## config.mk

```make
export PLATFORM = sky130hd
export DESIGN_NAME = wsp_serial_driver_flat
export DESIGN_NICKNAME = d
export VERILOG_FILES = /design/src/rtl/wsp_serial_driver_if.sv /design/src/rtl/wsp_serial_driver.sv /design/src/flat_wrapper.sv
export SDC_FILE = /design/constraint.sdc
export NUM_CORES = 1
export LEC_CHECK = 0
export ABC_AREA = 1
export ABC_CLOCK_PERIOD_IN_PS = 2900
export CELL_PAD_IN_SITES_DETAIL_PLACEMENT = 1
export CELL_PAD_IN_SITES_GLOBAL_PLACEMENT = 1
export CORE_ASPECT_RATIO = 0.8
export CORE_MARGIN = 2
export CORE_UTILIZATION = 41
export CTS_CLUSTER_DIAMETER = 60
export DETAILED_ROUTE_END_ITERATION = 6
export PLACE_DENSITY = 0.83
export SLEW_MARGIN = 15
export SYNTH_ARGS = -nofsm -noshare
export SYNTH_HDL_FRONTEND = slang
export SYNTH_SLANG_ARGS = --single-unit
```

## constraint.sdc

```tcl
create_clock -name WRCK -period 2.9 [get_ports WRCK]
set_input_delay 0.58 -clock WRCK [delete_from_list [all_inputs] [get_ports WRCK]]
set_output_delay 0.58 -clock WRCK [all_outputs]
set_load 0.05 [all_outputs]
```

## src/rtl/wsp_serial_driver_if.sv

```systemverilog
// Bundle between the test controller / wrapper side and the WSP initiator.
// WSP_DRV_COMPARE_EN adds exp_data/mismatch for on-the-fly response checking.
interface wsp_serial_driver_if #(
  parameter int MAX_LEN = 32,
  parameter int LEN_W   = 6
);
  logic               start;
  logic               op_wir;
  logic [LEN_W-1:0]   shift_len;
  logic [MAX_LEN-1:0] tx_data;
  logic               wso;
  logic               SelectWIR;
  logic               CaptureWR;
  logic               ShiftWR;
  logic               UpdateWR;
  logic               wsi;
  logic [MAX_LEN-1:0] rx_data;
  logic               busy;
  logic               done;
`ifdef WSP_DRV_COMPARE_EN
  logic [MAX_LEN-1:0] exp_data;
  logic               mismatch;

  modport master (
    output start, op_wir, shift_len, tx_data, wso, exp_data,
    input  SelectWIR, CaptureWR, ShiftWR, UpdateWR, wsi, rx_data, busy, done, mismatch
  );
  modport slave (
    input  start, op_wir, shift_len, tx_data, wso, exp_data,
    output SelectWIR, CaptureWR, ShiftWR, UpdateWR, wsi, rx_data, busy, done, mismatch
  );
`else
  modport master (
    output start, op_wir, shift_len, tx_data, wso,
    input  SelectWIR, CaptureWR, ShiftWR, UpdateWR, wsi, rx_data, busy, done
  );
  modport slave (
    input  start, op_wir, shift_len, tx_data, wso,
    output SelectWIR, CaptureWR, ShiftWR, UpdateWR, wsi, rx_data, busy, done
  );
`endif
endinterface

```

## src/rtl/wsp_serial_driver.sv

```systemverilog
// IEEE 1500 WSP initiator: sequences Select/Capture/Shift/Update and shifts words LSB first.
// Optional macro WSP_DRV_COMPARE_EN adds masked compare of the captured word against exp_data.
module wsp_serial_driver #(
  parameter int MAX_LEN = 32,
  parameter int LEN_W   = 6
) (
  input logic                WRCK,
  input logic                WRSTN,
  wsp_serial_driver_if.slave bus
);

  typedef enum logic [2:0] {IDLE, SETUP, CAPTURE, SHIFT, UPDATE, DONE} state_t;

  state_t             state, state_nxt;
  logic               op_q;
  logic [LEN_W-1:0]   len_q;
  logic [LEN_W-1:0]   cnt_q;
  logic [MAX_LEN-1:0] tx_sh;
  logic [MAX_LEN-1:0] rx_sh;
  logic [MAX_LEN-1:0] rx_q;
  logic [MAX_LEN-1:0] rx_aligned;
  logic               sel_c, cap_c, sh_c, upd_c, wsi_c, busy_c, done_c;

  function automatic logic [LEN_W-1:0] clamp_len(input logic [LEN_W-1:0] l);
    if (l > LEN_W'(MAX_LEN)) return LEN_W'(MAX_LEN);
    return l;
  endfunction

  // The last len bits shifted in sit at the top of rx_sh; bring them down to bit 0.
  function automatic logic [MAX_LEN-1:0] align_rx(input logic [MAX_LEN-1:0] r,
                                                  input logic [LEN_W-1:0]   l);
    if (l == '0) return '0;
    return r >> (LEN_W'(MAX_LEN) - l);
  endfunction

  assign rx_aligned = align_rx(rx_sh, len_q);

  always_ff @(posedge WRCK or negedge WRSTN) begin
    if (!WRSTN) state <= IDLE;
    else        state <= state_nxt;
  end

  always_comb begin
    state_nxt = state;
    case (state)
      IDLE:    if (bus.start) state_nxt = SETUP;
      SETUP:   state_nxt = CAPTURE;
      CAPTURE: state_nxt = (len_q == '0) ? UPDATE : SHIFT;
      SHIFT:   if (cnt_q == LEN_W'(1)) state_nxt = UPDATE;
      UPDATE:  state_nxt = DONE;
      DONE:    state_nxt = IDLE;
      default: state_nxt = IDLE;
    endcase
  end

  always_comb begin
    sel_c  = 1'b0;
    cap_c  = 1'b0;
    sh_c   = 1'b0;
    upd_c  = 1'b0;
    wsi_c  = 1'b0;
    busy_c = 1'b0;
    done_c = 1'b0;
    case (state)
      SETUP:   begin sel_c = op_q; busy_c = 1'b1; end
      CAPTURE: begin sel_c = op_q; busy_c = 1'b1; cap_c = 1'b1; end
      SHIFT:   begin sel_c = op_q; busy_c = 1'b1; sh_c = 1'b1; wsi_c = tx_sh[0]; end
      UPDATE:  begin sel_c = op_q; busy_c = 1'b1; upd_c = 1'b1; end
      DONE:    done_c = 1'b1;
      default: ;
    endcase
  end

  // Operand latch and serial datapath
  always_ff @(posedge WRCK or negedge WRSTN) begin
    if (!WRSTN) begin
      op_q  <= 1'b0;
      len_q <= '0;
      cnt_q <= '0;
      tx_sh <= '0;
      rx_sh <= '0;
      rx_q  <= '0;
    end else begin
      case (state)
        IDLE: if (bus.start) begin
          op_q  <= bus.op_wir;
          len_q <= clamp_len(bus.shift_len);
          cnt_q <= clamp_len(bus.shift_len);
          tx_sh <= bus.tx_data;
        end
        SHIFT: begin
          tx_sh <= tx_sh >> 1;
          rx_sh <= {bus.wso, rx_sh[MAX_LEN-1:1]};
          cnt_q <= cnt_q - LEN_W'(1);
        end
        UPDATE: rx_q <= rx_aligned;
        default: ;
      endcase
    end
  end

`ifdef WSP_DRV_COMPARE_EN
  logic [MAX_LEN-1:0] exp_q;
  logic               mismatch_q;

  function automatic logic [MAX_LEN-1:0] len_mask(input logic [LEN_W-1:0] l);
    if (l == '0) return '0;
    return {MAX_LEN{1'b1}} >> (LEN_W'(MAX_LEN) - l);
  endfunction

  always_ff @(posedge WRCK or negedge WRSTN) begin
    if (!WRSTN) begin
      exp_q      <= '0;
      mismatch_q <= 1'b0;
    end else if (state == IDLE && bus.start) begin
      exp_q <= bus.exp_data;
    end else if (state == UPDATE) begin
      mismatch_q <= |((rx_aligned ^ exp_q) & len_mask(len_q));
    end
  end

  assign bus.mismatch = mismatch_q;
`endif

  assign bus.SelectWIR = sel_c;
  assign bus.CaptureWR = cap_c;
  assign bus.ShiftWR   = sh_c;
  assign bus.UpdateWR  = upd_c;
  assign bus.wsi       = wsi_c;
  assign bus.busy      = busy_c;
  assign bus.done      = done_c;
  assign bus.rx_data   = rx_q;

endmodule

```

## src/flat_wrapper.sv

```systemverilog
// flat-port wrapper written by rule: the top's interface ports become plain ports
module wsp_serial_driver_flat 
#(
  parameter int MAX_LEN = 32,
  parameter int LEN_W   = 6
)
  (WRCK, WRSTN, bus_start, bus_op_wir, bus_shift_len, bus_tx_data, bus_wso, bus_SelectWIR, bus_CaptureWR, bus_ShiftWR, bus_UpdateWR, bus_wsi, bus_rx_data, bus_busy, bus_done);
  wsp_serial_driver_if #(.MAX_LEN(MAX_LEN), .LEN_W(LEN_W)) bus_i ();
  input logic WRCK;
  input logic WRSTN;
  input wire logic [$bits(bus_i.start)-1:0] bus_start;
  input wire logic [$bits(bus_i.op_wir)-1:0] bus_op_wir;
  input wire logic [$bits(bus_i.shift_len)-1:0] bus_shift_len;
  input wire logic [$bits(bus_i.tx_data)-1:0] bus_tx_data;
  input wire logic [$bits(bus_i.wso)-1:0] bus_wso;
  output wire logic [$bits(bus_i.SelectWIR)-1:0] bus_SelectWIR;
  output wire logic [$bits(bus_i.CaptureWR)-1:0] bus_CaptureWR;
  output wire logic [$bits(bus_i.ShiftWR)-1:0] bus_ShiftWR;
  output wire logic [$bits(bus_i.UpdateWR)-1:0] bus_UpdateWR;
  output wire logic [$bits(bus_i.wsi)-1:0] bus_wsi;
  output wire logic [$bits(bus_i.rx_data)-1:0] bus_rx_data;
  output wire logic [$bits(bus_i.busy)-1:0] bus_busy;
  output wire logic [$bits(bus_i.done)-1:0] bus_done;
  assign bus_i.start = bus_start;
  assign bus_i.op_wir = bus_op_wir;
  assign bus_i.shift_len = bus_shift_len;
  assign bus_i.tx_data = bus_tx_data;
  assign bus_i.wso = bus_wso;
  assign bus_SelectWIR = bus_i.SelectWIR;
  assign bus_CaptureWR = bus_i.CaptureWR;
  assign bus_ShiftWR = bus_i.ShiftWR;
  assign bus_UpdateWR = bus_i.UpdateWR;
  assign bus_wsi = bus_i.wsi;
  assign bus_rx_data = bus_i.rx_data;
  assign bus_busy = bus_i.busy;
  assign bus_done = bus_i.done;
  wsp_serial_driver #(.MAX_LEN(MAX_LEN), .LEN_W(LEN_W)) u_core (.WRCK(WRCK), .WRSTN(WRSTN), .bus(bus_i));
endmodule
```

==> results_tabular.tex, run 1 <==
\begin{tabular}{lr}
\hline
Metric & Value \\
\hline
\multicolumn{2}{l}{\textbf{Run status}} \\
Status & completed \\
\multicolumn{2}{l}{\textbf{Route}} \\
Number of vias in the routed layout & 5997 \\
Number of DRC violations after detailed-routing iteration 0 & 563 \\
DRC violation count after routing & 0 \\
Mean number of vias per cell & 5.224 \\
Router iterations before antenna repair & 5 \\
Routed wirelength normalized by instance count & 15.91 microns \\
Aggregate routed wire length & 18260 microns \\
Antenna Violating Nets Remaining & 0 \\
\multicolumn{2}{l}{\textbf{Synth}} \\
Gate count of the mapped netlist & 872 \\
Number of warnings printed during yosys synthesis & 0 \\
Syn Area/Cell & 7.543 sq um \\
Proportion of synthesized flip-flops having asynchronous set or reset & 100.0\% \\
Leading cell type by number of instances after synthesis & sky130\_fd\_sc\_hd\_\_nand2\_1 \\
Top cell type's share of synthesized area & 42.61\% \\
Number of synthesized register bits & 112 \\
Netlist area before placement & 6578 sq um \\
Largest area contributor in the netlist & sky130\_fd\_sc\_hd\_\_dfrtp\_1 \\
Leading post-synthesis cells by instance count & 317 x sky130\_fd\_sc\_hd\_\_nand2\_1, 127 x sky130\_fd\_sc\_hd\_\_nand3\_1, 112 x sky130\_fd\_sc\_hd\_\_dfrtp\_1 \\
Cell types occupying the most area after synthesis & sky130\_fd\_sc\_hd\_\_dfrtp\_1 43\%, sky130\_fd\_sc\_hd\_\_nand2\_1 18\%, sky130\_fd\_sc\_hd\_\_nand3\_1 9.7\% \\
Mapped Nets & 918 \\
Sequential area share after synthesis & 42.61\% \\
Distinct cell type count of the synthesized netlist & 42 \\
Count of flip-flops with a built-in enable after synthesis & 0 \\
Commonest register cell after synthesis & sky130\_fd\_sc\_hd\_\_dfrtp\_1 \\
\multicolumn{2}{l}{\textbf{Clock tree}} \\
Buffers inserted by post-CTS timing repair & 0 \\
CTS H-tree depth & 3 \\
Clock Pin Slew Worst Setup and Hold Paths & 80 ps \\
Worst skew pair latency & 360 ps \\
Clock tree buffer depth & 2 \\
Total number of clock tree sinks & 112 \\
TritonCTS clock tree & built \\
Quantity of hold-fixing buffers added after cts & 0 \\
Number of buffers added by the clock tree synthesis step & 9 \\
Resized cells post-CTS & 0 \\
Buffer cell driving the clock tree root & sky130\_fd\_sc\_hd\_\_clkbuf\_16 \\
\multicolumn{2}{l}{\textbf{Placement}} \\
Dpl ws & 575.9 ps \\
Total cell area at the placement stage & 7497 sq um \\
Detailed placer's ending HPWL & 13230 microns \\
Gpl congestion & 0.8206 \\
IO Port Bufs & 81 \\
DP Cell Count & 1132 \\
\multicolumn{2}{l}{\textbf{GRT}} \\
Vias in the first global route & 5964 \\
Initial antenna violation count & 0 \\
Congestion Overflow GR & 0 \\
Total Routing Usage GR & 22.63\% \\
Pin count of the biggest net entering global routing & 48 \\
First-pass GRT wire length & 31020 microns \\
\multicolumn{2}{l}{\textbf{Finish}} \\
Proportion of layout cells with a drive suffix above 1 & 10.29\% \\
Number of inserted filler cells in the final layout & 1970 \\
Antenna Diode Count & 0 \\
Final Instance Count excl. Fillers & 1148 \\
Finished layout cell area & 7802 sq um \\
Layout-stage area growth over the synthesis result & 18.62\% \\
Total number of nets in the final design & 974 \\
\multicolumn{2}{l}{\textbf{Worst setup path}} \\
Worst setup path startpoint & u\_core.state[1] \\
Data arrival, critical path & 2040 ps \\
Maximum net fanout on the critical path & 5 \\
Critical Path Max Stage Delay & 860 ps \\
Critical path's slowest cell & sky130\_fd\_sc\_hd\_\_clkdlybuf4s50\_1 \\
Critical Path Source Type & flop \\
Crit. End Element & primary output \\
Worst endpoint required time & 2320 ps \\
Critical register-to-register path startpoint & u\_core.len\_q[1] \\
Critical setup path kind & flop to primary output \\
Ordered cell list for the critical path & inv\_1, nor3\_2, clkdlybuf4s50\_1 \\
\multicolumn{2}{l}{\textbf{Die}} \\
Chip width & 145.6 microns \\
Initial Util & 41.77\% \\
Number of top-level pins & 82 \\
Row cnt & 41 \\
Area of the placeable core & 15750 sq um \\
Die Area & 17080 sq um \\
Die height & 117.3 microns \\
\multicolumn{2}{l}{\textbf{STA}} \\
Worst-case headroom to the max-slew limit & 54.19\% \\
Count of pins over their slew limit & 0 \\
RSZ-0062 raised after global routing & false \\
Maximum achievable frequency & 0.3824 GHz \\
Min Tclk post-route & 2615 ps \\
Slew @ Worst Pin & 685.5 ps \\
Final cycle utilization of the critical path & 90.18\% \\
Setup TNS after final layout & 0 ps \\
Hold Violations, Final & 0 \\
Count of final setup violators & 0 \\
Setup WS post-layout & 284.7 ps \\
Final clock skew & 6.672 ps \\
\multicolumn{2}{l}{\textbf{Hold path}} \\
Tightest Hold Check Type & primary input to asynchronous set/reset pin \\
\multicolumn{2}{l}{\textbf{Run}} \\
Max-capacitance violation count & 0 \\
\multicolumn{2}{l}{\textbf{Power and ir drop}} \\
Power density cells & 1377 nW/um\^{}2 \\
Peak ir drop on the vdd network & 0.5249 mV \\
Leak Pwr & 3.809 nW \\
\hline
\end{tabular}
==> layout make-up <==
class	instances	area (sq um)	share of cell area [%]
Sequential cell	112	2803	35.92
Multi-Input combinational cell	630	3171	40.64
Inverter	77	291.5	3.736
Clock buffer	11	242.7	3.111
Clock inverter	5	62.56	0.8018
Timing Repair Buffer	98	963.4	12.35
Tap cell	215	269.0	3.448
==> worst max-delay path: cells and delay by family, from the launching register on <==
kind | cells | cell delay (ps)
buffers and inverters | 2 | 950
DFF | 1 | 470
and+or+nand+nor | 1 | 250
==> power by group <==
| group | internal, mW | total, mW | switching [mW] |
|---|---|---|---|
| Combinational | 2.10 | 6.96 | 4.86 |
| Clock | 0.702 | 1.30 | 0.602 |
| Sequential | 2.12 | 2.48 | 0.365 |
==> kinds of logic after synthesis <==
family,Yosys count,synth area share (%)
AOI/OAI and AO/OA,91,9.778
xor gates and xnor gates,4,0.9323
adders and majority gates,3,0.5707
buffers and inverters,130,9.264
DFF,112,42.61
and+or+nand+nor,532,36.85
==> metal layers <==
metal,wire [microns],track usage (%),part of all wire [%],vias up
met5,0,0,0,-
met1,9132,33.61,50,2894
met4,212,5.752,1.2,0
li1,-,-,-,2960
met3,720,3.372,3.9,14
met2,8194,34.91,45,129
==> flip-flops by register name (all words and copies together) (netlist names) <==
register / cells
u_core.rx_sh: 32
u_core.tx_sh: 32
u_core.bus.rx_data: 32
u_core.len_q: 6
u_core.cnt_q: 6
u_core.op_q: 1
u_core.state: 3
==> final timing paths <==
check / to / slack, ps / cells past startpoint
setup / recovery: bus_CaptureWR / 280 / 3
setup reg to reg: u_core.bus.rx_data[13] / 790 / 11
max in group asynchronous: u_core.bus.rx_data[20] / 1960 / 2
hold reg to reg: u_core.bus.rx_data[30] / 480 / 2
hold / removal: u_core.tx_sh[14] / 200 / 1
min in group WRCK: u_core.bus.rx_data[30] / 480 / 2
==> through the flow <==
step	power (mW)	util [%]	hold WS, ps
2_1_floorplan	7.607	-	284.4
3_3_place_gp	9.225	47.60	463.2
3_5_place_dp	9.396	47.60	465.4
4_1_cts	10.75	49.54	221.2
5_1_grt	11.67	49.54	245.9
6_report	10.75	49.54	196.7
==> placed cells by master (no fill, tap or decap), drive strengths merged <==
| cell | synthesis | layout |
|---|---|---|
| nor3 | 33 | 33 |
| xor2 | 2 | 2 |
| a21oi | 3 | 3 |
| o21ai | 51 | 51 |
| o211ai | 4 | 4 |
| a221oi | 27 | 27 |
| or2 | 2 | 2 |
| nor2 | 22 | 22 |
| clkinvlp | 0 | 1 |
| clkdlybuf4s50 | 0 | 76 |
| bufinv | 0 | 1 |
| o21bai | 1 | 1 |
| xnor2 | 2 | 2 |
| buf | 39 | 22 |
| dfrtp | 112 | 112 |
| nand2 | 330 | 330 |
| nand4 | 3 | 3 |
| inv | 76 | 78 |
| o221ai | 1 | 1 |
| o22ai | 2 | 2 |
| o31ai | 1 | 1 |
| ha | 3 | 3 |
| clkinv | 1 | 2 |
| clkbuf | 14 | 11 |
| nand3 | 142 | 142 |
| a22o | 1 | 1 |
No activity file was read; power rests on OpenSTA's default activity.
==> run 2: changes to the inputs <==
--- a/config.mk
+++ b/config.mk
@@ -14,6 +14,7 @@
 export CORE_UTILIZATION = 41
 export CTS_CLUSTER_DIAMETER = 60
 export DETAILED_ROUTE_END_ITERATION = 6
+export MAX_ROUTING_LAYER = met4
 export PLACE_DENSITY = 0.83
 export SLEW_MARGIN = 15
 export SYNTH_ARGS = -nofsm -noshare
==> run 2 against run 1 <==
  * Hold slack better by 1.2 ps
  * Cell count stayed put
  * Register-to-register slack worse by 30 ps
  * Flip-flop and latch count stayed put
  * Maximum frequency hardly changed
  * First-iteration DRC count is 15% lower
  * Global-route usage is 0.74 points higher
  * Clock skew is 1.2 ps higher
  * Critical endpoint unchanged
  * Highest routed layer unchanged
  * Sequential share of layout area stayed put
==> results_tabular.tex, run 2 (synthesized netlist as in run 1, its figures left out) <==
\begin{tabular}{lr}
\hline
Metric & Value \\
\hline
\multicolumn{2}{l}{\textbf{Run status}} \\
Status & completed \\
\multicolumn{2}{l}{\textbf{Clock tree}} \\
Buffer cell driving the clock tree root & sky130\_fd\_sc\_hd\_\_clkbuf\_16 \\
Buffers inserted by post-CTS timing repair & 0 (unchanged) \\
CTS H-tree depth & 3 (unchanged) \\
Number of buffers added by the clock tree synthesis step & 9 (unchanged) \\
Clock Pin Slew Worst Setup and Hold Paths & 80 ps (about the same) \\
Worst skew pair latency & 360 ps (about the same) \\
TritonCTS clock tree & built \\
Clock tree buffer depth & 2 (unchanged) \\
Quantity of hold-fixing buffers added after cts & 0 (unchanged) \\
Total number of clock tree sinks & 112 (unchanged) \\
Resized cells post-CTS & 0 (unchanged) \\
\multicolumn{2}{l}{\textbf{Finish}} \\
Layout-stage area growth over the synthesis result & 18.62\% (unchanged) \\
Most frequent standard cell in the layout excluding fill and tap cells & sky130\_fd\_sc\_hd\_\_nand2\_1 \\
Number of inserted filler cells in the final layout & 1970 (unchanged) \\
Total number of nets in the final design & 974 (unchanged) \\
Most frequent cells in the layout & 317 x sky130\_fd\_sc\_hd\_\_nand2\_1, 127 x sky130\_fd\_sc\_hd\_\_nand3\_1, 112 x sky130\_fd\_sc\_hd\_\_dfrtp\_1, 76 x sky130\_fd\_sc\_hd\_\_clkdlybuf4s50\_1, 68 x sky130\_fd\_sc\_hd\_\_inv\_1 \\
Antenna Diode Count & 0 (unchanged) \\
Footprint of the multi-input gates & 3171 sq um (unchanged) \\
Area taken by flip-flops and latches & 2803 sq um (unchanged) \\
Proportion of layout cells with a drive suffix above 1 & 10.29\% (unchanged) \\
\multicolumn{2}{l}{\textbf{Power and ir drop}} \\
Total chip power & 10.74 mW (about the same) \\
Leak Pwr & 3.809 nW (unchanged) \\
Peak ir drop on the vdd network & 0.5261 mV (+0.23\%) \\
Power density cells & 1377 nW/um\^{}2 (about the same) \\
\multicolumn{2}{l}{\textbf{Worst setup path}} \\
Data arrival, critical path & 2030 ps (about the same) \\
Crit. End Element & primary output \\
Endpoint of the worst register-to-register path & u\_core.bus.rx\_data[5] \\
Critical Path Source Type & flop \\
Critical setup path kind & flop to primary output \\
Worst setup path endpoint & bus\_CaptureWR \\
Worst reg2reg setup slack & 760 ps (-30 ps) \\
Critical register-to-register path startpoint & u\_core.len\_q[0] \\
Register-to-Register Path Depth & 11 (unchanged) \\
Worst setup path startpoint & u\_core.state[1] \\
Maximum net fanout on the critical path & 5 (unchanged) \\
Worst endpoint required time & 2320 ps (about the same) \\
\multicolumn{2}{l}{\textbf{STA}} \\
Maximum achievable frequency & 0.3826 GHz (about the same) \\
Final clock skew & 7.901 ps (+1.228 ps) \\
Min Tclk post-route & 2614 ps (-1.607 ps) \\
RSZ-0062 raised after global routing & false \\
Final cycle utilization of the critical path & 90.13\% (about the same) \\
Slew @ Worst Pin & 681.6 ps (-3.950 ps) \\
Count of pins over their slew limit & 0 (unchanged) \\
Count of final setup violators & 0 (unchanged) \\
Hold Violations, Final & 0 (unchanged) \\
Worst-case headroom to the max-slew limit & 54.45\% (+0.26 points) \\
Setup TNS after final layout & 0 ps (unchanged) \\
\multicolumn{2}{l}{\textbf{Route}} \\
Mean number of vias per cell & 5.234 (+0.20\%) \\
Routed wirelength normalized by instance count & 15.89 microns (-0.11\%) \\
Antenna Violating Nets Remaining & 0 (unchanged) \\
Aggregate routed wire length & 18240 microns (-0.11\%) \\
DRC violation count after routing & 0 (unchanged) \\
Router iterations before antenna repair & 5 (unchanged) \\
Number of vias in the routed layout & 6009 (+0.20\%) \\
Number of DRC violations after detailed-routing iteration 0 & 480 (-15\%) \\
\multicolumn{2}{l}{\textbf{Die}} \\
Die height & 117.3 microns (unchanged) \\
Area of the placeable core & 15750 sq um (unchanged) \\
Chip width & 145.6 microns (unchanged) \\
Row cnt & 41 (unchanged) \\
Die Area & 17080 sq um (unchanged) \\
Number of top-level pins & 82 (unchanged) \\
Initial Util & 41.77\% (unchanged) \\
\multicolumn{2}{l}{\textbf{Placement}} \\
Detailed placer's ending HPWL & 13230 microns (unchanged) \\
Gpl congestion & 0.8329 (+1.5\%) \\
IO Port Bufs & 81 (unchanged) \\
\multicolumn{2}{l}{\textbf{Hold path}} \\
Tightest Hold Check Type & primary input to asynchronous set/reset pin \\
\multicolumn{2}{l}{\textbf{GRT}} \\
Vias in the first global route & 5962 (-0.034\%) \\
Congestion Overflow GR & 0 (unchanged) \\
Pin count of the biggest net entering global routing & 48 (unchanged) \\
Total Routing Usage GR & 23.37\% (+0.74 points) \\
Initial antenna violation count & 0 (unchanged) \\
First-pass GRT wire length & 31000 microns (about the same) \\
\multicolumn{2}{l}{\textbf{Run}} \\
Max-capacitance violation count & 0 (unchanged) \\
\hline
\end{tabular}
==> run 2: metal layers <==
layer	up-vias	share of wire [%]	track usage (%)
met5	-	0	-
met4	0	1.2	5.752
met3	16	3.6	3.488
met2	116	45	34.91
met1	2912	51	33.59
li1	2965	-	-
==> run 2: critical path, cell delays in order (launching register included) <==
cell and delay, ps:
sky130_fd_sc_hd__dfrtp_1 470, sky130_fd_sc_hd__inv_1 90, sky130_fd_sc_hd__nor3_2 250, sky130_fd_sc_hd__clkdlybuf4s50_1 860
==> run 2: worst min path at each step <==
| stage | slack, ps | startpoint | endpoint | depth (start not counted) |
|---|---|---|---|---|
| 5_1_grt | 240 | WRSTN | u_core.tx_sh[0] | 1 |
| 6_report | 200 | WRSTN | u_core.tx_sh[14] | 1 |
| 4_1_cts | 220 | WRSTN | u_core.tx_sh[14] | 1 |
| 2_1_floorplan | 280 | WRSTN | u_core.bus.rx_data[0] | 0 |
| 3_5_place_dp | 470 | u_core.bus.rx_data[23] | u_core.bus.rx_data[23] | 2 |
| 3_3_place_gp | 460 | u_core.bus.rx_data[23] | u_core.bus.rx_data[23] | 2 |
==> run 2: per-stage QoR <==
| step | util, % | cells | hold WS, ps | worst slack, ps | instance area [sq um] |
|---|---|---|---|---|---|
| floorplan | - | 872 | 284.4 | 258.4 | 6583 |
| global placement | 47.60 | 1132 | 463.2 | 727.1 | 7497 |
| detailed placement | 47.60 | 1132 | 465.4 | 575.9 | 7497 |
| CTS | 49.54 | 1148 | 221.2 | 257.3 | 7802 |
| global route | 49.54 | 1148 | 243.7 | 120.6 | 7802 |
| finish | 49.54 | 1148 | 197.9 | 286.3 | 7802 |
==> run 2: cell type report <==
type / instances / area share (%)
tap: 215 / 3.448
inverter: 77 / 3.736
sequential: 112 / 35.92
timing repair buffer: 98 / 12.35
multi-input combinational: 630 / 40.64
clock buffer: 11 / 3.111
clock inverter: 5 / 0.8018
==> run 2: power by group <==
part,internal (mW),switching [mW],leakage (nW)
Sequential,2.12,0.367,1.42
Combinational,2.10,4.85,2.24
Clock,0.703,0.601,0.148
==> run 3: changes to the inputs <==
--- a/config.mk
+++ b/config.mk
@@ -13,6 +13,7 @@
 export CORE_MARGIN = 2
 export CORE_UTILIZATION = 41
 export CTS_CLUSTER_DIAMETER = 60
+export CTS_CLUSTER_SIZE = 12
 export DETAILED_ROUTE_END_ITERATION = 6
 export MAX_ROUTING_LAYER = met4
 export PLACE_DENSITY = 0.83
==> results of run 3 <==
No change in the layout: final DEF, timing and power equal those of run 2.
